[src/rtl/mux4_rr_arbiter.sv]
// Round-robin arbiter driving the select of a shared 4:1 mux, with a registered
// valid/ready output stage and a per-grant limit on consecutive accepted beats.
module mux4_rr_arbiter #(
  parameter int unsigned WIDTH    = 4,
  parameter int unsigned MAX_HOLD = 4
) (
  input  logic             clk,
  input  logic             rst_n,
  input  logic [3:0]       req,
  input  logic [WIDTH-1:0] d0,
  input  logic [WIDTH-1:0] d1,
  input  logic [WIDTH-1:0] d2,
  input  logic [WIDTH-1:0] d3,
  input  logic             out_ready,
  output logic             out_valid,
  output logic [WIDTH-1:0] y,
  output logic [1:0]       s,
  output logic [3:0]       gnt
);

  localparam logic [0:0] StIdle  = 1'b0;
  localparam logic [0:0] StGrant = 1'b1;
  localparam logic [4:0] MaxHold = 5'(MAX_HOLD);

  logic [0:0]       state_q, state_d;
  logic [1:0]       s_q, s_d;
  logic [1:0]       ptr_q, ptr_d;
  logic [3:0]       hold_cnt_q, hold_cnt_d;
  logic [WIDTH-1:0] y_q, y_d;

  logic [WIDTH-1:0] d_arr [4];
  logic [2:0]       pick_idle, pick_rot;
  logic [4:0]       hold_next;

  assign d_arr[0] = d0;
  assign d_arr[1] = d1;
  assign d_arr[2] = d2;
  assign d_arr[3] = d3;

  // Returns {found, index}; scanning far-to-near lets the entry closest to base win.
  function automatic logic [2:0] rr_pick(input logic [3:0] r, input logic [1:0] base);
    logic [2:0] res;
    logic [1:0] idx;
    res = 3'b000;
    for (int k = 3; k >= 0; k--) begin
      idx = base + k[1:0];
      if (r[idx]) res = {1'b1, idx};
    end
    return res;
  endfunction

  always_comb begin
    state_d    = state_q;
    s_d        = s_q;
    ptr_d      = ptr_q;
    hold_cnt_d = hold_cnt_q;
    y_d        = y_q;
    hold_next  = {1'b0, hold_cnt_q} + 5'd1;
    pick_idle  = rr_pick(req, ptr_q);
    pick_rot   = rr_pick(req, s_q + 2'd1);

    if (state_q == StIdle) begin
      if (pick_idle[2]) begin
        state_d    = StGrant;
        s_d        = pick_idle[1:0];
        y_d        = d_arr[pick_idle[1:0]];
        hold_cnt_d = 4'd0;
      end
    end else if (out_ready) begin
      if (req[s_q] && (hold_next < MaxHold)) begin
        y_d        = d_arr[s_q];
        hold_cnt_d = hold_next[3:0];
      end else begin
        ptr_d = s_q + 2'd1;
        if (pick_rot[2]) begin
          s_d        = pick_rot[1:0];
          y_d        = d_arr[pick_rot[1:0]];
          hold_cnt_d = 4'd0;
        end else begin
          // Nobody left: drop to idle but keep s and y at their last values.
          state_d    = StIdle;
          hold_cnt_d = 4'd0;
        end
      end
    end
  end

  always_ff @(posedge clk) begin
    if (!rst_n) begin
      state_q    <= StIdle;
      s_q        <= 2'd0;
      ptr_q      <= 2'd0;
      hold_cnt_q <= 4'd0;
      y_q        <= '0;
    end else begin
      state_q    <= state_d;
      s_q        <= s_d;
      ptr_q      <= ptr_d;
      hold_cnt_q <= hold_cnt_d;
      y_q        <= y_d;
    end
  end

  assign out_valid = (state_q == StGrant);
  assign y         = y_q;
  assign s         = s_q;
  assign gnt       = out_valid ? (4'b0001 << s_q) : 4'b0000;

endmodule

[config.mk]
export PLATFORM = sky130hd
export DESIGN_NAME = mux4_rr_arbiter
export DESIGN_NICKNAME = d
export VERILOG_FILES = /design/src/rtl/mux4_rr_arbiter.sv
export SDC_FILE = /design/constraint.sdc
export NUM_CORES = 1
export LEC_CHECK = 0
export BUFFER_PORTS_ARGS = -buffer_cell sky130_fd_sc_hd__buf_2
export CORE_ASPECT_RATIO = 2
export CORE_MARGIN = 2
export CORE_UTILIZATION = 47
export DETAILED_ROUTE_END_ITERATION = 10
export PLACE_DENSITY = 0.84
export RECOVER_POWER = 100
export SKIP_LAST_GASP = 1
export SYNTH_ARGS = -nofsm -noshare
export SYNTH_HDL_FRONTEND = slang
export SYNTH_SLANG_ARGS = --single-unit
[constraint.sdc]
create_clock -name clk -period 2 [get_ports clk]
set_clock_uncertainty 0.2 [all_clocks]
set_input_delay 0.5 -clock clk [delete_from_list [all_inputs] [get_ports clk]]
set_output_delay 0.5 -clock clk [all_outputs]
set_load 0.02 [all_outputs]
Yosys cells after proc, flatten, opt, wreduce, memory -nomap -nowiden
Index checks and enable logic that the tools add are counted.
Storage, ports and cells
  output and inout port bits: 11
  logic and storage cells: 96
  register bits: 13
  input port bits: 23
Operators by class
  shift-type cells: 1
  equality and inequality tests: 4
  bitwise gates (word level): 4
  $lt $le $gt $ge: 13
  muxes and demuxes: 55
  reduce and logical (&&, ||, !) cells: 6
  $add $sub $neg: 8
Operator list (number)
  two-way mux 4 bit: 16
  < comparator 2 x 3 -> 1 bit, second input constant: 9
  binary-select mux 4 bit (select 2 bit): 3
  two-way mux 3 bit: 8
  binary-select mux 1 bit (select 2 bit): 9
  two-way mux 1 bit: 14
  two-way mux 2 bit: 5
  >= comparator 3 bit, second input constant: 3
  inverter 2 -> 3 bit: 3
  adder 2 bit, second input constant: 4
  adder 2 x 1 -> 2 bit, second input constant: 3
  AND reduction 3 bit: 2
  adder 4 x 1 -> 5 bit, second input constant: 1
  < comparator 5 x 3 -> 1 bit, second input constant: 1
  inequality test 2 bit, second input constant: 2
  AND reduction 4 bit: 1
  << shifter 1 x 2 -> 4 bit, first input constant: 1
  inequality test 3 x 1 -> 1 bit, second input constant: 1
  inequality test 2 x 1 -> 1 bit, second input constant: 1
  AND reduction 2 bit: 1
  nonzero test 2 bit: 1
  logical AND 1 bit: 1
  inverter 1 bit: 1

Longest topological paths before layout
  word-level depth: 16
  gate-level depth with buffers: 9
  gate-level depth less buffers: 8

Worst setup path before layout
No wires, ideal clock.
  path type: reg-to-reg
  start: register s_q[0] (netlist: s[0])
  end: register y_q[0] (netlist: y[0])
  setup time: 116 ps
  arrival time: 2087 ps
  slack: -403 ps
  data required time: 1684 ps
  period minus slack after synthesis: 2403 ps
  cell stages (with the launch flop): 10
  path buffers: 2
  cells stage by stage: dfxtp_1 buf_2 inv_1 ha_1 a21oi_1 a211oi_1 buf_4 mux2i_1 o21ai_0 o211a_1
Between the ends
  cells in the longest elaborated chain, start to end: 16
  elaborated cells between the ends (all ways): 33
  classes of those cells: add/sub: 4; eq/ne: 1; mux: 24; bitwise: 2; reduce/logical: 2
RTL lines
  from (decl): line 26  | logic [1:0] s_q, s_d;
  from (signal assigned): line 91  | s_q <= 2'd0;
  from (signal assigned): line 97  | s_q <= s_d;
  adder 2 x 1 -> 2 bit: line 60  | pick_rot = rr_pick(req, s_q + 2'd1);
  adder 2 bit: line 46  | idx = base + k[1:0];
  binary-select mux 1 bit (select 2 bit): line 47  | if (r[idx]) res = {1'b1, idx};
  two-way mux 1 bit (not written as such): line 47
  two-way mux 3 bit (4 in a row): line 47
  inverter 2 -> 3 bit (not written as such): line 77  | y_d = d_arr[pick_rot[1:0]];
  binary-select mux 4 bit (select 2 bit): line 77
  two-way mux 4 bit (not written as such) (2 in a row): line 77
  two-way mux 4 bit: line 75  | if (pick_rot[2]) begin
  two-way mux 4 bit: line 70  | if (req[s_q] && (hold_next < MaxHold)) begin
  two-way mux 4 bit: line 69  | end else if (out_ready) begin
  two-way mux 4 bit: line 62  | if (state_q == StIdle) begin
  to (signal assigned): line 100  | y_q <= y_d;
  to (decl): line 29  | logic [WIDTH-1:0] y_q, y_d;
Parallel ways exist; a longest one is shown, timed or not. The select of a mux whose other input is x is not followed.
A chain may end at the register's enable or synchronous reset.

Worst setup path after layout
Ends and elaborated chain as after synthesis.

==> flow_summary.json <==
{
  "fin_crit_ps": 2110,
  "syn_to_final_growth_pct": 32.2,
  "report.final.hold_viol_count": 0,
  "drt_iter0_drc": 44,
  "start_util_pct": 48.8,
  "cts_hold_buf": 0,
  "drt-total-wl_mm": 3.71,
  "post_dp_cell_area_um2": 1510,
  "setup_tns_ps": -279,
  "drc": 0,
  "synth_seq_area_share_pct": 21.3,
  "die_area_um2": 3050,
  "drive_gt1_share_pct": 32.7,
  "syn_area_per_cell_um2": 7.99,
  "slew_viol_final": 0,
  "rows": 26,
  "io_pins": 34,
  "grt_pass1_wl_mm": 5.73,
  "overflow": 0,
  "cts_tree": "built",
  "routed-via-count": 1380,
  "dpl.cell_count": 221,
  "synth-seq-cells": 13,
  "yosys_warnings": 0,
  "slew_headroom_pct": 70.5,
  "intPower_mw": 0.659,
  "path_max_fanout": 5,
  "seq_power_share_pct": 28.9,
  "grt_usage_pct": 26.4,
  "fmax_ghz": 0.475,
  "ys_types": 34,
  "cp.arrival_ps": 2050,
  "cts_root_buf": "clkbuf_8",
  "clk_pin_slew_ps": 50,
  "final_cells": 227,
  "core_um2": 2500,
  "highest_layer": "met4",
  "numCtsBuffers": 3,
  "wl_per_cell_um": 16.3,
  "pwr-share-comb_pct": 47.9,
  "netlist_area_um2": 1220,
  "worst_pin_slew_ps": 441,
  "p_sw_mw": 0.391,
  "dpl.hpwl_mm": 2.84,
  "p_leak_nw": 0.737,
  "pwr-share-clk_pct": 23.2,
  "post-route-cell-area_um2": 1620,
  "antenna_cells": 0,
  "syn_nets": 181,
  "clockBufferDepth": 2,
  "cp.required_ps": 1950,
  "power.density_nw_per_um2": 650,
  "syn_inst": 153,
  "setup_viol": 5,
  "nets": 228,
  "antenna_found_initial": 0,
  "drtPass1Iterations": 4,
  "grt_max_degree": 15,
  "violations": "negative setup slack",
  "status": "finished, violations left",
  "start_kind": "flop",
  "wl_met1_mm": 1.26,
  "clk_latency_ps": 250,
  "final_core_util_pct": 64.5,
  "crit_type": "flop to flop",
  "max-cap-violations": 0,
  "numPortBuffers": 33,
  "p_sw_share_pct": 37.2,
  "cts.sinks": 13,
  "worst_slack_ps": -107,
  "hp-class": "flop to flop",
  "die_width_um": 40.1,
  "wl_met3_um": 158,
  "grt_pass1_vias": 1330,
  "via_per_inst": 6.08,
  "rsz0062_at_grt": "yes",
  "irDropWorstVdd_uv": 351,
  "cts_max_level": 1,
  "worst_setup_path_end_kind": "flop",
  "globalplace.congestion": 0.889,
  "wl_met2_mm": 2.07,
  "period_share_pct": 105,
  "antenna_left": 0,
  "hold_ws_ps": 301,
  "die_h_um": 76.1
}
critical path, stage by stage, from the launching register on:
cell      delay (ps)
dfxtp_4          380
inv_4             40
ha_4             310
a21oi_4           50
a211oi_4         250
buf_6            190
mux2i_1          260
o21ai_1          100
o211a_1          210
logic make-up after synthesis:
kind of cell	synth area share, %
buffers and inverters	6.96
multiplexers	20.7
AND/OR/NAND/NOR	21.5
flip-flops	21.3
AO/OA/AOI/OAI	24.5
adder cells (fa/ha/maj)	5.12
registers in the layout, indices dropped and copies added, names as in the netlist:
register / cells
hold_cnt_q: 4
s: 2
out_valid: 1
y: 4
ptr_q: 2
per-layer routing:
layer	up-vias	GRT usage, %
met5	-	0
met4	0	18.3
met3	20	1.75
met2	62	45.5
met1	649	26.6
li1	649	-
area by class of cell:
class,instances,area (um2)
multi-input cells,123,942
fillers,218,888
repair buffers,51,294
flip-flops and latches,13,268
clock buffers,4,45.0
well taps,28,35.0
inverters,8,32.5
Yosys cell counts, drive strengths merged:
cell type	n	area, um2
o211ai	4	30.0
o21a	1	7.51
or3	2	12.5
buf	5	40.0
o22ai	2	12.5
nor3b	2	15.0
nor4	1	6.26
nor2	17	63.8
and3	2	12.5
nand4	1	6.26
nand2	12	45.0
a21oi	13	65.1
inv	8	30.0
clkbuf	4	15.0
nor3	1	5.00
nand2b	6	37.5
mux4	5	113
and2	5	31.3
ha	5	62.6
dfxtp	13	260
a211oi	3	22.5
a22oi	4	30.0
a21o	1	7.51
mux2i	14	140
a31oi	2	18.8
nor2b	2	12.5
o21ai	11	55.1
or2	2	15.0
o211a	5	50.1
layout by cell type, fill, tap and decap left out, drive strengths merged:
cell type	synthesis	routed
nor3b	2	2
nand2	12	12
mux2i	14	14
o21ai	11	11
nor2b	2	2
or2	2	2
ha	5	5
clkbuf	4	15
a21oi	13	13
a21o	1	1
nand2b	6	6
or3	2	2
and3	2	2
a22oi	4	4
o211ai	4	4
nor4	1	1
o211a	5	5
nor2	17	17
and2	5	5
inv	8	8
nor3	1	1
a211oi	3	3
mux4	5	5
dfxtp	13	13
buf	5	40
nand4	1	1
o21a	1	1
o22ai	2	2
a31oi	2	2
power groups by stage:
| stage | Combinational (mW) | Clock, mW | Sequential [mW] |
|---|---|---|---|
| 6_report | 0.503 | 0.244 | 0.303 |
| 5_1_grt | 0.538 | 0.258 | 0.306 |
| 4_1_cts | 0.453 | 0.250 | 0.303 |
| 3_5_place_dp | 0.440 | 0 | 0.308 |
| 3_3_place_gp | 0.421 | 0 | 0.307 |
| 2_1_floorplan | 0.293 | 0 | 0.322 |
repair_timing:
action                     4_1_cts  5_1_grt
pin swaps                        3        2
gates resized for setup          4       13
setup endpoints to repair        3        6
gates cloned                     1        0
setup buffers                    0        1
final timing paths:
kind,endpoint,slack [ps],startpoint,cells past startpoint
setup / recovery,y[0]$_SDFFE_PN0P_,-110,s[0]$_SDFFE_PN0P_,8
hold reg to reg,hold_cnt_q[1]$_SDFFE_PN0P_,300,hold_cnt_q[1]$_SDFFE_PN0P_,2
hold / removal,hold_cnt_q[1]$_SDFFE_PN0P_,300,hold_cnt_q[1]$_SDFFE_PN0P_,2
setup reg to reg,y[0]$_SDFFE_PN0P_,-110,s[0]$_SDFFE_PN0P_,8
stage by stage:
step	worst slack (ps)	power, mW
final	-107	1.05
after global routing	-166	1.10
after CTS	-49.6	1.01
after detailed placement	-182	0.749
after global placement	-108	0.728
after floorplan	-39.1	0.615
Note: power is estimated with default switching activity, not from simulation.
